[config.mk]
export PLATFORM = sky130hd
export DESIGN_NAME = bus_bridge_initiator_frame_engine
export DESIGN_NICKNAME = d
export VERILOG_FILES = /design/src/rtl/bus_bridge_pkg.sv /design/src/rtl/bridge_frame_assembler.sv /design/src/rtl/bus_bridge_initiator_frame_engine.sv
export SDC_FILE = /design/constraint.sdc
export NUM_CORES = 1
export LEC_CHECK = 0
export BUFFER_PORTS_ARGS = -buffer_cell sky130_fd_sc_hd__buf_2
export CAP_MARGIN = 0
export CORE_MARGIN = 1.5
export CORE_UTILIZATION = 30
export CTS_BUF_LIST = sky130_fd_sc_hd__clkbuf_16
export DETAILED_ROUTE_END_ITERATION = 12
export PLACE_DENSITY = 0.48
export SLEW_MARGIN = 20
export SYNTH_ARGS = -nofsm -noshare
export SYNTH_HDL_FRONTEND = slang
export SYNTH_SLANG_ARGS = --single-unit
[constraint.sdc]
create_clock -name clk -period 2.72 [get_ports clk]
set_clock_uncertainty 0.15 [all_clocks]
set_input_delay 0.408 -clock clk [delete_from_list [all_inputs] [get_ports clk]]
set_output_delay 0.408 -clock clk [all_outputs]
set_load 0.03 [all_outputs]
[src/rtl/bus_bridge_pkg.sv]
// -----------------------------------------------------------------------------
// bus_bridge_pkg
// Shared definitions for both sides of the UART bus bridge.
//   FRAME_BYTES       request frame length on the UART link (CMD, ADDR_HI,
//                     ADDR_LO, DATA)
//   CMD_* positions   layout of the CMD byte (bit 0 = write, 7:1 ignored)
//   DEFAULT_ACK_BYTE  response byte for a completed write; also recognised by
//                     the Bus-A wrapper's response decoder
//   bridge_state_e    state encoding of the Bus-B initiator frame engine
//   bridge_frame_t    one latched request frame
// -----------------------------------------------------------------------------
package bus_bridge_pkg;

  localparam int FRAME_BYTES     = 4;
  localparam int BYTE_IDX_W      = $clog2(FRAME_BYTES);

  localparam int CMD_RW_BIT      = 0;
  localparam int CMD_IGNORED_MSB = 7;
  localparam int CMD_IGNORED_LSB = 1;

  localparam logic [7:0] DEFAULT_ACK_BYTE = 8'hAC;

  typedef enum logic [2:0] {
    ST_COLLECT = 3'd0,
    ST_REQ     = 3'd1,
    ST_XFER    = 3'd2,
    ST_RDATA   = 3'd3,
    ST_SPLIT   = 3'd4,
    ST_RESP    = 3'd5
  } bridge_state_e;

  typedef struct packed {
    logic        rw;    // 1 = write, 0 = read
    logic [15:0] addr;  // Bus-B absolute address
    logic [7:0]  data;  // write data (don't-care for reads)
  } bridge_frame_t;

endpackage

[src/rtl/bridge_frame_assembler.sv]
// -----------------------------------------------------------------------------
// bridge_frame_assembler
// Counts incoming UART bytes while the engine is collecting and latches a
// complete request frame on the 4th byte.
//
// Optional feature: `BRIDGE_FRAME_TIMEOUT_EN enables an inter-byte gap counter
// that discards a partial frame after TIMEOUT_CYCLES idle cycles. Without the
// macro a partial frame waits indefinitely.
//
// Ports
//   clk, rst_n   clock, asynchronous active-low reset
//   rx_byte      byte from the UART receiver
//   rx_valid     one-cycle strobe qualifying rx_byte
//   collect_en   engine is in COLLECT; bytes outside it are not counted
//   frame_done   combinational: this cycle's byte completes a frame
//   frame        last latched frame (valid from the cycle after frame_done)
//   byte_count   bytes collected so far for the current frame (debug)
// -----------------------------------------------------------------------------
module bridge_frame_assembler
  import bus_bridge_pkg::*;
#(
  parameter int TIMEOUT_CYCLES = 100000
) (
  input  logic                  clk,
  input  logic                  rst_n,
  input  logic [7:0]            rx_byte,
  input  logic                  rx_valid,
  input  logic                  collect_en,
  output logic                  frame_done,
  output bridge_frame_t         frame,
  output logic [BYTE_IDX_W-1:0] byte_count
);

  logic [BYTE_IDX_W-1:0] count_q;
  logic                  cmd_rw_q;
  logic [7:0]            addr_hi_q;
  logic [7:0]            addr_lo_q;
  logic                  accept;
  logic                  timeout_fire;

  assign accept     = collect_en && rx_valid;
  assign frame_done = accept && (count_q == BYTE_IDX_W'(FRAME_BYTES - 1));
  assign byte_count = count_q;

  // A byte always wins over a simultaneous timeout: timeout_fire is masked by
  // rx_valid, so the 4th byte in a timeout cycle still completes the frame.
  always_ff @(posedge clk or negedge rst_n) begin
    if (!rst_n) begin
      count_q <= '0;
    end else if (accept) begin
      count_q <= frame_done ? '0 : count_q + 1'b1;
    end else if (timeout_fire) begin
      count_q <= '0;
    end
  end

  always_ff @(posedge clk or negedge rst_n) begin
    if (!rst_n) begin
      cmd_rw_q  <= 1'b0;
      addr_hi_q <= '0;
      addr_lo_q <= '0;
    end else if (accept) begin
      case (count_q)
        BYTE_IDX_W'(0): cmd_rw_q  <= rx_byte[CMD_RW_BIT];
        BYTE_IDX_W'(1): addr_hi_q <= rx_byte;
        BYTE_IDX_W'(2): addr_lo_q <= rx_byte;
        default: ;
      endcase
    end
  end

  always_ff @(posedge clk or negedge rst_n) begin
    if (!rst_n) begin
      frame <= '0;
    end else if (frame_done) begin
      frame.rw   <= cmd_rw_q;
      frame.addr <= {addr_hi_q, addr_lo_q};
      frame.data <= rx_byte;
    end
  end

`ifdef BRIDGE_FRAME_TIMEOUT_EN
  localparam int TW = $clog2(TIMEOUT_CYCLES + 1);
  logic [TW-1:0] timer_q;

  // Counts idle cycles of a partial frame; fires on the TIMEOUT_CYCLES-th one.
  assign timeout_fire = collect_en && (count_q != '0) && !rx_valid &&
                        (timer_q == TW'(TIMEOUT_CYCLES - 1));

  always_ff @(posedge clk or negedge rst_n) begin
    if (!rst_n) begin
      timer_q <= '0;
    end else if (!collect_en || (count_q == '0) || rx_valid || timeout_fire) begin
      timer_q <= '0;
    end else begin
      timer_q <= timer_q + 1'b1;
    end
  end
`else
  logic unused_timeout_cfg;
  assign unused_timeout_cfg = (TIMEOUT_CYCLES != 0);
  assign timeout_fire       = 1'b0;
`endif

endmodule

[src/rtl/bus_bridge_initiator_frame_engine.sv]
// -----------------------------------------------------------------------------
// bus_bridge_initiator_frame_engine
// Bus-B side of the UART bus bridge. Assembles 4-byte request frames
// (CMD, ADDR_HI, ADDR_LO, DATA) from the UART receiver, replays each as one
// Bus-B initiator transaction and returns one response byte to the UART
// transmitter (ACK_BYTE for writes, read data for reads).
//
// Optional feature: `BRIDGE_FRAME_TIMEOUT_EN (partial-frame gap timeout, see
// bridge_frame_assembler).
//
// Ports
//   clk, rst_n                 clock, asynchronous active-low reset
//   rx_byte, rx_valid          UART receiver byte + one-cycle strobe
//   tx_byte, tx_valid, tx_ready response byte to the UART transmitter
//   init_req / init_grant      bus request / grant
//   init_addr_out(_valid)      Bus-B address
//   init_data_out(_valid)      write data (valid only for writes)
//   init_rw                    1 = write, 0 = read
//   init_ready                 engine idle (COLLECT)
//   init_ack, init_split_ack   target acknowledge / split
//   init_data_in(_valid)       read data
//   overrun                    sticky: byte arrived while busy (reset clears)
//   state_dbg                  current FSM state
//
// Handshake: tx_byte transfers on a cycle where tx_valid && tx_ready; once
// tx_valid rises, tx_byte is held stable and tx_valid stays high until that
// transfer happens.
// -----------------------------------------------------------------------------
module bus_bridge_initiator_frame_engine
  import bus_bridge_pkg::*;
#(
  parameter logic [7:0] ACK_BYTE       = DEFAULT_ACK_BYTE,
  parameter int         TIMEOUT_CYCLES = 100000
) (
  input  logic          clk,
  input  logic          rst_n,
  input  logic [7:0]    rx_byte,
  input  logic          rx_valid,
  output logic [7:0]    tx_byte,
  output logic          tx_valid,
  input  logic          tx_ready,
  output logic          init_req,
  input  logic          init_grant,
  output logic [15:0]   init_addr_out,
  output logic          init_addr_out_valid,
  output logic [7:0]    init_data_out,
  output logic          init_data_out_valid,
  output logic          init_rw,
  output logic          init_ready,
  input  logic          init_ack,
  input  logic          init_split_ack,
  input  logic [7:0]    init_data_in,
  input  logic          init_data_in_valid,
  output logic          overrun,
  output bridge_state_e state_dbg
);

  bridge_state_e         state_q, state_d;
  logic [7:0]            resp_q, resp_d;
  logic                  overrun_q;
  logic                  frame_done;
  bridge_frame_t         frame;
  logic [BYTE_IDX_W-1:0] byte_count;
  logic                  unused_byte_count;

  bridge_frame_assembler #(
    .TIMEOUT_CYCLES (TIMEOUT_CYCLES)
  ) u_assembler (
    .clk        (clk),
    .rst_n      (rst_n),
    .rx_byte    (rx_byte),
    .rx_valid   (rx_valid),
    .collect_en (state_q == ST_COLLECT),
    .frame_done (frame_done),
    .frame      (frame),
    .byte_count (byte_count)
  );

  assign unused_byte_count = ^byte_count;

  always_ff @(posedge clk or negedge rst_n) begin
    if (!rst_n) begin
      state_q <= ST_COLLECT;
      resp_q  <= '0;
    end else begin
      state_q <= state_d;
      resp_q  <= resp_d;
    end
  end

  // Bytes are only consumed in COLLECT; anything else is dropped and flagged.
  always_ff @(posedge clk or negedge rst_n) begin
    if (!rst_n) begin
      overrun_q <= 1'b0;
    end else if (rx_valid && (state_q != ST_COLLECT)) begin
      overrun_q <= 1'b1;
    end
  end

  always_comb begin
    state_d             = state_q;
    resp_d              = resp_q;
    init_req            = 1'b0;
    init_addr_out       = '0;
    init_addr_out_valid = 1'b0;
    init_data_out       = '0;
    init_data_out_valid = 1'b0;
    init_rw             = 1'b0;
    init_ready          = 1'b0;
    tx_valid            = 1'b0;

    unique case (state_q)
      ST_COLLECT: begin
        init_ready = 1'b1;
        if (frame_done) state_d = ST_REQ;
      end

      ST_REQ: begin
        init_req = 1'b1;
        if (init_grant) state_d = ST_XFER;
      end

      ST_XFER: begin
        init_req            = 1'b1;
        init_addr_out       = frame.addr;
        init_addr_out_valid = 1'b1;
        init_rw             = frame.rw;
        init_data_out       = frame.data;
        init_data_out_valid = frame.rw;
        // A plain ack takes priority over a simultaneous split.
        if (init_ack) begin
          if (frame.rw) begin
            resp_d  = ACK_BYTE;
            state_d = ST_RESP;
          end else if (init_data_in_valid) begin
            resp_d  = init_data_in;
            state_d = ST_RESP;
          end else begin
            state_d = ST_RDATA;
          end
        end else if (init_split_ack) begin
          state_d = ST_SPLIT;
        end
      end

      ST_RDATA: begin
        if (init_data_in_valid) begin
          resp_d  = init_data_in;
          state_d = ST_RESP;
        end
      end

      // Bus released; the target completes the split transaction on its own.
      ST_SPLIT: begin
        if (!frame.rw && init_data_in_valid) begin
          resp_d  = init_data_in;
          state_d = ST_RESP;
        end else if (frame.rw && init_ack) begin
          resp_d  = ACK_BYTE;
          state_d = ST_RESP;
        end
      end

      ST_RESP: begin
        tx_valid = 1'b1;
        if (tx_ready) state_d = ST_COLLECT;
      end

      default: state_d = ST_COLLECT;
    endcase
  end

  assign tx_byte   = resp_q;
  assign overrun   = overrun_q;
  assign state_dbg = state_q;

endmodule
After elaboration in Yosys (flattened, before gate mapping)

Cells that the tools add are included.

Div/mod/pow operators: 0
Reductions and logical operators: 16
Bitwise operators: 0
$mul: 0
$add $sub $neg: 1
Order comparisons: 0
Equality and inequality tests: 15
Shift operators: 0
Muxes and demuxes: 25

Operator list:

| operator            | count |
|---|---|
| $mux 8              | 6 |
| $mux 3              | 10 |
| $pmux 8 s3          | 1 |
| $pmux 3 s6          | 1 |
| $mux 16             | 1 |
| $ne 2x2->1 const B  | 5 |
| $eq 3x2->1 const B  | 2 |
| $eq 3x3->1 const B  | 2 |
| $ne 3x3->1 const B  | 2 |
| $reduce_and 2->1    | 3 |
| $reduce_and 6->1    | 1 |
| $reduce_bool 3->1   | 2 |
| $logic_and 1x1->1   | 5 |
| $mux 1              | 5 |
| $eq 2x2->1 const B  | 2 |
| $eq 3x1->1 const B  | 1 |
| $logic_not 3->1     | 1 |
| $reduce_and 3->1    | 1 |
| $add 2x1->2 const B | 1 |
| $eq 2x1->1 const B  | 1 |
| $logic_not 2->1     | 1 |
| $mux 2              | 1 |
| $reduce_or 2->1     | 1 |
| $logic_not 1->1     | 1 |

Logic and storage cells: 67
Bits in read-only memories: 0
Input port bits: 24
Memories: 0
Bits in writable memories: 0
Output and inout bits: 42
Register bits: 56
Bits in latches: 0

Depth between registers and ports, before layout

Gate-level depths: netlist (run 1).

Word-level depth: 5
Mapped depth: 6
Depth with buffers taken out: 4

Cells and area by module

A second synthesis (run 1) with hierarchy kept.

Cells, all modules: 210
Area, all modules: 2741.4 µm²

By module, submodules not included:

| module                            | area an instance (µm²) | cells an instance | seq. area each (µm²) | instances |
|---|---|---|---|---|
| bridge_frame_assembler            | 1811.7                 | 105               | 1101.1               | 1 |
| bus_bridge_initiator_frame_engine | 929.6                  | 105               | 300.3                | 1 |

Least setup slack after synthesis (run 1)

No wires, ideal clock.

Path type: register -> output
Start point: register state_q[0], in the netlist state_dbg[0]
End point: output port init_addr_out[0]
Stages on the path, launching flop included: 7
Slack: 269 ps
Required time: 2162 ps
Arrival time: 1893 ps
Buffers on the path: 3
Cells stage by stage: dfrtp_1 > buf_4 > inv_1 > and3_1 > clkbuf_1 > clkbuf_1 > and2_1

Longest elaborated chain between the ends: 2

Ends and longest elaborated chain:

| item                     | line                                     | text |
|---|---|---|
| start: declaration       | bus_bridge_initiator_frame_engine.sv:58  | `bridge_state_e state_q, state_d;` |
| start signal: assignment | bus_bridge_initiator_frame_engine.sv:86  | `state_q <= state_d;` |
| $eq 3x2->1               | bus_bridge_initiator_frame_engine.sv:112 | `unique case (state_q)` |
| $mux 16                  | bus_bridge_initiator_frame_engine.sv:112 |  |
| end: declaration         | bus_bridge_initiator_frame_engine.sv:44  | `output logic [15:0] init_addr_out,` |

No other way between the ends.

Worst setup path in the final report (run 1)

Start point: register state_q[2], in the netlist state_dbg[2]
End point: output port init_data_out_valid

Longest elaborated chain between the ends: 2

Ends and longest elaborated chain:

| item             | line                                     | text |
|---|---|---|
| $eq 3x2->1       | bus_bridge_initiator_frame_engine.sv:112 |  |
| $mux 1           | bus_bridge_initiator_frame_engine.sv:112 |  |
| end: declaration | bus_bridge_initiator_frame_engine.sv:47  | `output logic init_data_out_valid,` |

No other way between the ends.

==> reports/qor.csv, run 1 <==
stage,metric,value,unit
outcome,status,finished clean,
power_and_ir_drop,Peak VDD IR,0.000336,V
floorplanning,Initial Utilization,30.9,%
setup_path,"reg-to-reg slack, setup",0.73,ns
sta,Tmin final,2.41,ns
job,Max Cap Viol,0,
synth,"Top FF cell, synth",dfrtp_1,
floorplanning,io pins,66,
grt,vias in the first global route,1767,
clock_tree,post-CTS setup buffers,0,
clock_tree,CTS tree,done,
drt,WL/cell,14.4,um
drt,first-pass iteration count of the detailed router,4,
sta,Worst slew margin,61.8,%
setup_path,CP Capture Type,output port,
drt,drt first-iter violations,30,
power_and_ir_drop,Switch Pwr,0.00124,W
drt,WL final,5340,um
placed_design,IO buf count,65,
setup_path,ordered list of cells on the worst path,inv_2 -> and3_1 -> buf_12 -> and2_1 -> buf_2,
final_layout,FF/Latch Area,1400,um2
power_and_ir_drop,Internal,0.00230,W
setup_path,Crit Path Max Fanout,23,
worst_hold_path,Hold Crit Class,primary input to flip-flop,
synth,"Seq/Total Area, Yosys",52.2,%
final_layout,Fillers,893,
sta,TNS Setup,0,ns
final_layout,"commonest non-fill, non-tap cells in the layout","buf_2, dfrtp_1, and2_1",
sta,"Slew Viols, Final",0,
sta,final worst path period share,88.6,%
placed_design,DP Area,3120,um2
clock_tree,Clock Sinks,56,
synth,syn avg cell area,13.5,um2
drt,Vias,1736,
setup_path,CP startpoint kind,flip-flop,
final_layout,ANT cells,0,
grt,Tot GR Track Use,11.9,%
grt,largest net degree at the start of global routing,35,
setup_path,CP peak stage delay,0.66,ns
clock_tree,Hold Buf Count CTS,1,
power_and_ir_drop,switch share,35.0,%
sta,Max Clk Rate,0.415,GHz
floorplanning,chip height,97.6,um
power_and_ir_drop,Leak Pwr,1.69,nW
power_and_ir_drop,Clk pwr share,19.8,%
synth,Syn. warnings,0,
synth,Mapped Area,2680,um2
sta,RSZ-0062 raised after global routing,no,
sta,final hold vios,0,
clock_tree,TritonCTS buffer count,5,
sta,Tightest Pin Transition,0.571,ns
placed_design,DP Wirelength,3800,um
clock_tree,Skew-Pair Late Insertion Delay,0.28,ns
final_layout,"commonest non-fill, non-tap cell in the layout",buf_2,
floorplanning,row cnt,34,
clock_tree,Max clock buf depth,2,
synth,number of synthesized flops with an enable pin,0,
power_and_ir_drop,Logic pwr share,39.5,%
setup_path,worst setup path class,flip-flop to output port,
drt,Via density,4.68,
synth,Synthesized Nets,226,
synth,"FFs w/ async S/R, synth",100,%
synth,post-synthesis cell count,198,
setup_path,crit path max-delay cell type,dfrtp_1,
sta,Finish-stage setup viols,0,
drt,post-route ant nets,0,
floorplanning,Die Area,9520,um2
floorplanning,core area,8680,um2
placed_design,GPL Wtd Cong,0.721,
grt,GRT overflow,0,
synth,post-synthesis cell type count,42,
power_and_ir_drop,PD cells,1080,nW/um2
clock_tree,post-CTS sizing,0,
setup_path,Worst Path Arrival,1.85,ns
final_layout,multi-input logic area,1180,um2
final_layout,Final nets,292,
clock_tree,"Reg clk slew, reported paths",0.07,ns
setup_path,worst endpoint required time,2.16,ns
synth,number of synthesized register bits,56,
power_and_ir_drop,register share of total power,40.7,%
final_layout,fin area,3290,um2
drt,Remaining DRCs,0,
grt,first-pass GRT wire length,9110,um
floorplanning,DIE WIDTH,97.6,um
final_layout,Synth-to-Final Area Change,22.5,%
final_layout,layout cells sized above 1,40.3,%
clock_tree,H-Tree Depth,2,
clock_tree,clk root buf,clkbuf_16,
grt,initial antenna violation count,0,
## cells in the mapped netlist, types with 2 or more instances
| cell type | n | area (um2) |
|---|---|---|
| and3b_1 | 3 | 26.3 |
| nor2_1 | 4 | 15.0 |
| a22o_1 | 2 | 17.5 |
| clkbuf_1 | 4 | 15.0 |
| and3_1 | 2 | 12.5 |
| o32a_1 | 4 | 40.0 |
| buf_4 | 2 | 15.0 |
| a32o_1 | 4 | 40.0 |
| nor4bb_1 | 2 | 20.0 |
| mux2_2 | 6 | 67.6 |
| mux2_4 | 16 | 240 |
| buf_2 | 2 | 10.0 |
| mux2_1 | 21 | 236 |
| buf_6 | 4 | 45.0 |
| and2_1 | 25 | 156 |
| inv_1 | 4 | 15.0 |
| nand2_4 | 2 | 22.5 |
| nor3_1 | 3 | 15.0 |
| o21bai_1 | 3 | 22.5 |
| ha_1 | 4 | 50.1 |
| dfrtp_1 | 56 | 1400 |
| nand2_1 | 4 | 15.0 |
| o21ai_0 | 2 | 10.0 |
## metrics by stage
stage / instances / utilization [%] / total power, W / hold WS [ns] / setup WS (ns)
after CTS: 371 / 37.9 / 0.00359 / 0.183 / 0.284
after global placement: 364 / 36.0 / 0.00286 / 0.276 / 0.637
after floorplan: 198 / - / 0.00252 / -0.0376 / 0.269
final: 371 / 37.9 / 0.00353 / 0.188 / 0.311
after global routing: 371 / 37.9 / 0.00379 / 0.178 / 0.140
after detailed placement: 364 / 36.0 / 0.00288 / 0.273 / 0.577
## worst max-delay path: cells and delay by family, from the launching register on
kind                   cells  cell delay, ns
DFF                        1            0.66
buffers and inverters      3            0.45
and+or+nand+nor            2            0.45
## state kept, by name (all words and copies together), names as in the netlist
| register | count |
|---|---|
| state_dbg | 3 |
| tx_byte | 8 |
| u_assembler.addr_lo_q | 8 |
| u_assembler.byte_count | 2 |
| u_assembler.cmd_rw_q | 1 |
| overrun | 1 |
| u_assembler.frame | 25 |
| u_assembler.addr_hi_q | 8 |
## kinds of logic (layout without fill, tap and decap cells)
| logic type | count (synthesis) | count (layout) | share of synthesized area, % |
|---|---|---|---|
| xor+xnor | 2 | 2 | 0.653 |
| compound gates | 25 | 25 | 8.02 |
| flops | 56 | 56 | 52.2 |
| buf+inv | 17 | 82 | 3.87 |
| fa+ha+maj | 4 | 4 | 1.87 |
| mux | 43 | 43 | 20.3 |
| simple gates | 51 | 51 | 13.1 |
## worst paths after layout
| kind | cells after the start | from | end |
|---|---|---|---|
| setup / recovery | 5 | state_dbg[2] | init_data_out_valid |
| hold / removal | 2 | init_data_in[3] | tx_byte[3] |
| setup reg to reg | 4 | state_dbg[2] | u_assembler.frame[10] |
| hold reg to reg | 1 | u_assembler.frame[22] | u_assembler.frame[22] |
| max in group asynchronous | 3 | rst_n | state_dbg[0] |
| min in group asynchronous | 2 | rst_n | u_assembler.frame[21] |
## power groups by stage
stage | sequential, W | combinational (W) | clock, W
5_1_grt | 0.00151 | 0.00152 | 0.000765
3_5_place_dp | 0.00146 | 0.00142 | 0
4_1_cts | 0.00145 | 0.00142 | 0.000717
6_report | 0.00144 | 0.00140 | 0.000698
2_1_floorplan | 0.00154 | 0.000980 | 0
3_3_place_gp | 0.00146 | 0.00141 | 0
## final cells by class
class                   count  share of cell area [%]
clock buffers               5                    3.81
clock inverters             1                   0.914
inverters                   5                   0.571
multi-input cells         125                    35.8
flip-flops and latches     56                    42.7
well taps                 108                    4.11
repair buffers             71                    12.1
## layer usage
layer	wire length, um	global-route usage, %	share of wire, %	up-vias
met5	0	0	0	-
met4	65	3.30	1.2	0
met3	163	2.81	3.1	6
met2	2580	19.3	48	24
met1	2530	15.9	47	867
li1	-	-	-	839
Note: power is estimated with default switching activity, not from simulation.
==> run 2, diff against run 1 <==
--- a/config.mk
+++ b/config.mk
@@ -15,4 +15,5 @@
 export SLEW_MARGIN = 20
 export SYNTH_ARGS = -nofsm -noshare
 export SYNTH_HDL_FRONTEND = slang
+export SYNTH_HIERARCHICAL = 1
 export SYNTH_SLANG_ARGS = --single-unit
==> run 2 against run 1 <==
Against the previous run:
- cell area increased by 1.2%
- critical path depth unchanged
- area after synthesis increased by 2.2%
- via count increased by 3.6%
- die area increased by 2.1%
- routed wire length increased by 4.6%
- synthesized cell count increased by 6.1%
- maximum frequency decreased by 2.5%
- clock power decreased by 9.9%
==> reports/qor.csv, run 2 <==
stage,metric,value,unit
floorplanning,Die Area,9720,um2
power_and_ir_drop,Clk pwr share,16.6,%
synth,Post-Synth XOR/XNOR Area,0.639,%
setup_path,Worst Path Arrival,1.91,ns
sta,Hold WS,0.219,ns
final_layout,max reg flops,25,
floorplanning,DIE WIDTH,98.6,um
clock_tree,post-CTS sizing,0,
clock_tree,CTS tree,done,
synth,"FFs w/ async S/R, synth",100,%
floorplanning,chip height,98.6,um
setup_path,ordered list of cells on the worst path,nand2b_2 -> nor2_1 -> buf_4 -> and2_1 -> buf_2,
drt,Via density,4.67,
placed_design,IO buf count,65,
setup_path,Worst Path Buf+Inv,2,
sta,Worst slew margin,62.5,%
synth,"area leader, netlist",dfrtp_1,
setup_path,"reg-to-reg slack, setup",0.48,ns
floorplanning,row cnt,34,
clock_tree,Max clock buf depth,2,
clock_tree,post-CTS setup buffers,0,
power_and_ir_drop,Peak VDD IR,0.000374,V
setup_path,reg2reg end,state_dbg[0],
synth,"Top FF cell, synth",dfrtp_1,
clock_tree,Hold Buf Count CTS,1,
clock_tree,clk root buf,clkbuf_16,
setup_path,r2r startpoint,state_dbg[1],
worst_hold_path,Hold Crit Class,primary input to flip-flop,
synth,number of synthesized flops with an enable pin,0,
setup_path,CP Capture Type,output port,
placed_design,GPL Wtd Cong,0.718,
synth,post-synthesis adder-cell area fraction,1.83,%
synth,post-synthesis cell type count,42,
drt,WL/cell,14.5,um
drt,first-pass iteration count of the detailed router,6,
final_layout,"commonest non-fill, non-tap cell in the layout",buf_2,
power_and_ir_drop,switch share,38.0,%
final_layout,layout cells sized above 1,47.3,%
sta,Tightest Pin Transition,0.563,ns
floorplanning,io pins,66,
sta,TNS Setup,0,ns
synth,number of synthesized register bits,56,
power_and_ir_drop,Leak Pwr,1.70,nW
clock_tree,Skew-Pair Late Insertion Delay,0.29,ns
synth,"Seq/Total Area, Yosys",51.1,%
final_layout,Final nets,304,
final_layout,Fillers,880,
synth,multiplexer share of the synthesized area,21.8,%
synth,Synthesized Nets,238,
setup_path,reg2reg path depth,7,
setup_path,CP peak stage delay,0.63,ns
final_layout,Biggest register,u_assembler/frame,
synth,post-synthesis cell count,210,
synth,post-synthesis compound-gate area fraction,8.49,%
drt,Vias,1799,
grt,first-pass GRT wire length,9400,um
sta,"Slew Viols, Final",0,
placed_design,placed cells,376,
synth,post-synthesis simple-gate area fraction,12.0,%
power_and_ir_drop,register share of total power,38.4,%
synth,"count leader, synth",dfrtp_1,
sta,Tmin final,2.47,ns
setup_path,Worst Setup SP,state_dbg[1],
power_and_ir_drop,Internal,0.00235,W
setup_path,"delay-heaviest family, CP",flip-flops,
synth,synth top area cells,"dfrtp_1, mux2_4, mux2_2",
grt,initial antenna violation count,0,
synth,Synth top cells by count,"dfrtp_1, and2_1, mux2_2",
grt,Tot GR Track Use,12.2,%
sta,final worst path period share,90.8,%
placed_design,DP Wirelength,3950,um
drt,post-route ant nets,0,
final_layout,Synth-to-Final Area Change,21.3,%
synth,syn avg cell area,13.1,um2
clock_tree,Clock Sinks,56,
drt,drt first-iter violations,84,
clock_tree,H-Tree Depth,2,
sta,Max Clk Rate,0.405,GHz
power_and_ir_drop,PD cells,1140,nW/um2
floorplanning,Initial Utilization,31.1,%
setup_path,CP Capture Point,init_rw,
sta,RSZ-0062 raised after global routing,no,
synth,main combinational cell family by area after synthesis,multiplexers,
final_layout,Final Non-Filler Cells,385,
drt,Remaining DRCs,0,
drt,WL final,5580,um
sta,final hold vios,0,
clock_tree,TritonCTS buffer count,5,
setup_path,crit path max-delay cell type,dfrtp_1,
synth,Syn. warnings,6,
synth,Synth top area share,51.1,%
floorplanning,core area,8810,um2
setup_path,Crit path depth,5,
job,Max Cap Viol,0,
final_layout,"commonest non-fill, non-tap cells in the layout","buf_2, dfrtp_1, and2_1, mux2_2, mux2_4",
sta,Finish-stage setup viols,0,
power_and_ir_drop,Switch Pwr,0.00144,W
clock_tree,"Reg clk slew, reported paths",0.07,ns
outcome,status,finished clean,
setup_path,CP startpoint kind,flip-flop,
setup_path,worst setup path class,flip-flop to output port,
synth,Mapped Area,2740,um2
setup_path,Crit Path Max Fanout,26,
setup_path,worst endpoint required time,2.16,ns
grt,vias in the first global route,1830,
power_and_ir_drop,Logic pwr share,45.1,%
final_layout,ANT cells,0,
grt,GRT overflow,0,
grt,largest net degree at the start of global routing,27,
## run 2: cell count changes in the layout (fill, tap and decap cells not counted), moves of 3 or more
cell and change:
buf_4 +3, mux2_4 +3, mux2_2 +19, o32a_1 -4
nor2_1 +4, and3b_1 -3, inv_1 +3, mux2_1 -20
nand3_1 +5
## run 2: how the worst min path moves through the flow
stage,startpoint,to,cells past startpoint
after detailed placement,rst_n,state_dbg[1],1
after global placement,rst_n,state_dbg[1],1
final,init_data_in[1],tx_byte[1],2
after global routing,init_data_in[1],tx_byte[1],2
after floorplan,rst_n,overrun,0
after CTS,init_data_in[1],tx_byte[1],2
## run 2: area by class of cell
type	instances	area, um2	area share, %
clock buffers	5	125	3.76
clock inverters	3	17.5	0.527
inverters	7	26.3	0.790
multi-input cells	134	1240	37.3
flip-flops and latches	56	1400	42.2
well taps	108	135	4.06
repair buffers	72	380	11.4
## run 2: routing by layer
metal	part of all wire [%]	vias to the layer above	track usage [%]
met1	47	888	16.3
met2	49	36	20.2
met4	0.88	0	3.96
met3	3.4	2	2.20
met5	0	-	0
li1	-	873	-
## run 2: power by group through the flow
stage | Clock (W) | Sequential [W] | Combinational (W)
3_5_place_dp | 0 | 0.00148 | 0.00173
6_report | 0.000629 | 0.00146 | 0.00171
5_1_grt | 0.000689 | 0.00151 | 0.00186
4_1_cts | 0.000659 | 0.00146 | 0.00174
2_1_floorplan | 0 | 0.00154 | 0.00128
3_3_place_gp | 0 | 0.00147 | 0.00172
## run 2: stage by stage
stage          total power [W]  utilization [%]  setup slack [ns]  area (um2)
3_3_place_gp           0.00319             36.0             0.523        3170
6_report               0.00380             37.8             0.249        3320
5_1_grt                0.00406             37.8            0.0794        3320
4_1_cts                0.00387             37.8             0.183        3320
3_5_place_dp           0.00321             36.0             0.451        3170
2_1_floorplan          0.00281                -            0.0515        2750
## run 2: kinds of logic (layout without fill, tap and decap cells)
family / after synthesis / after routing
xor+xnor: 2 / 2
simple gates: 55 / 55
fa+ha+maj: 4 / 4
compound gates: 26 / 26
flops: 56 / 56
mux: 47 / 47
buf+inv: 20 / 87
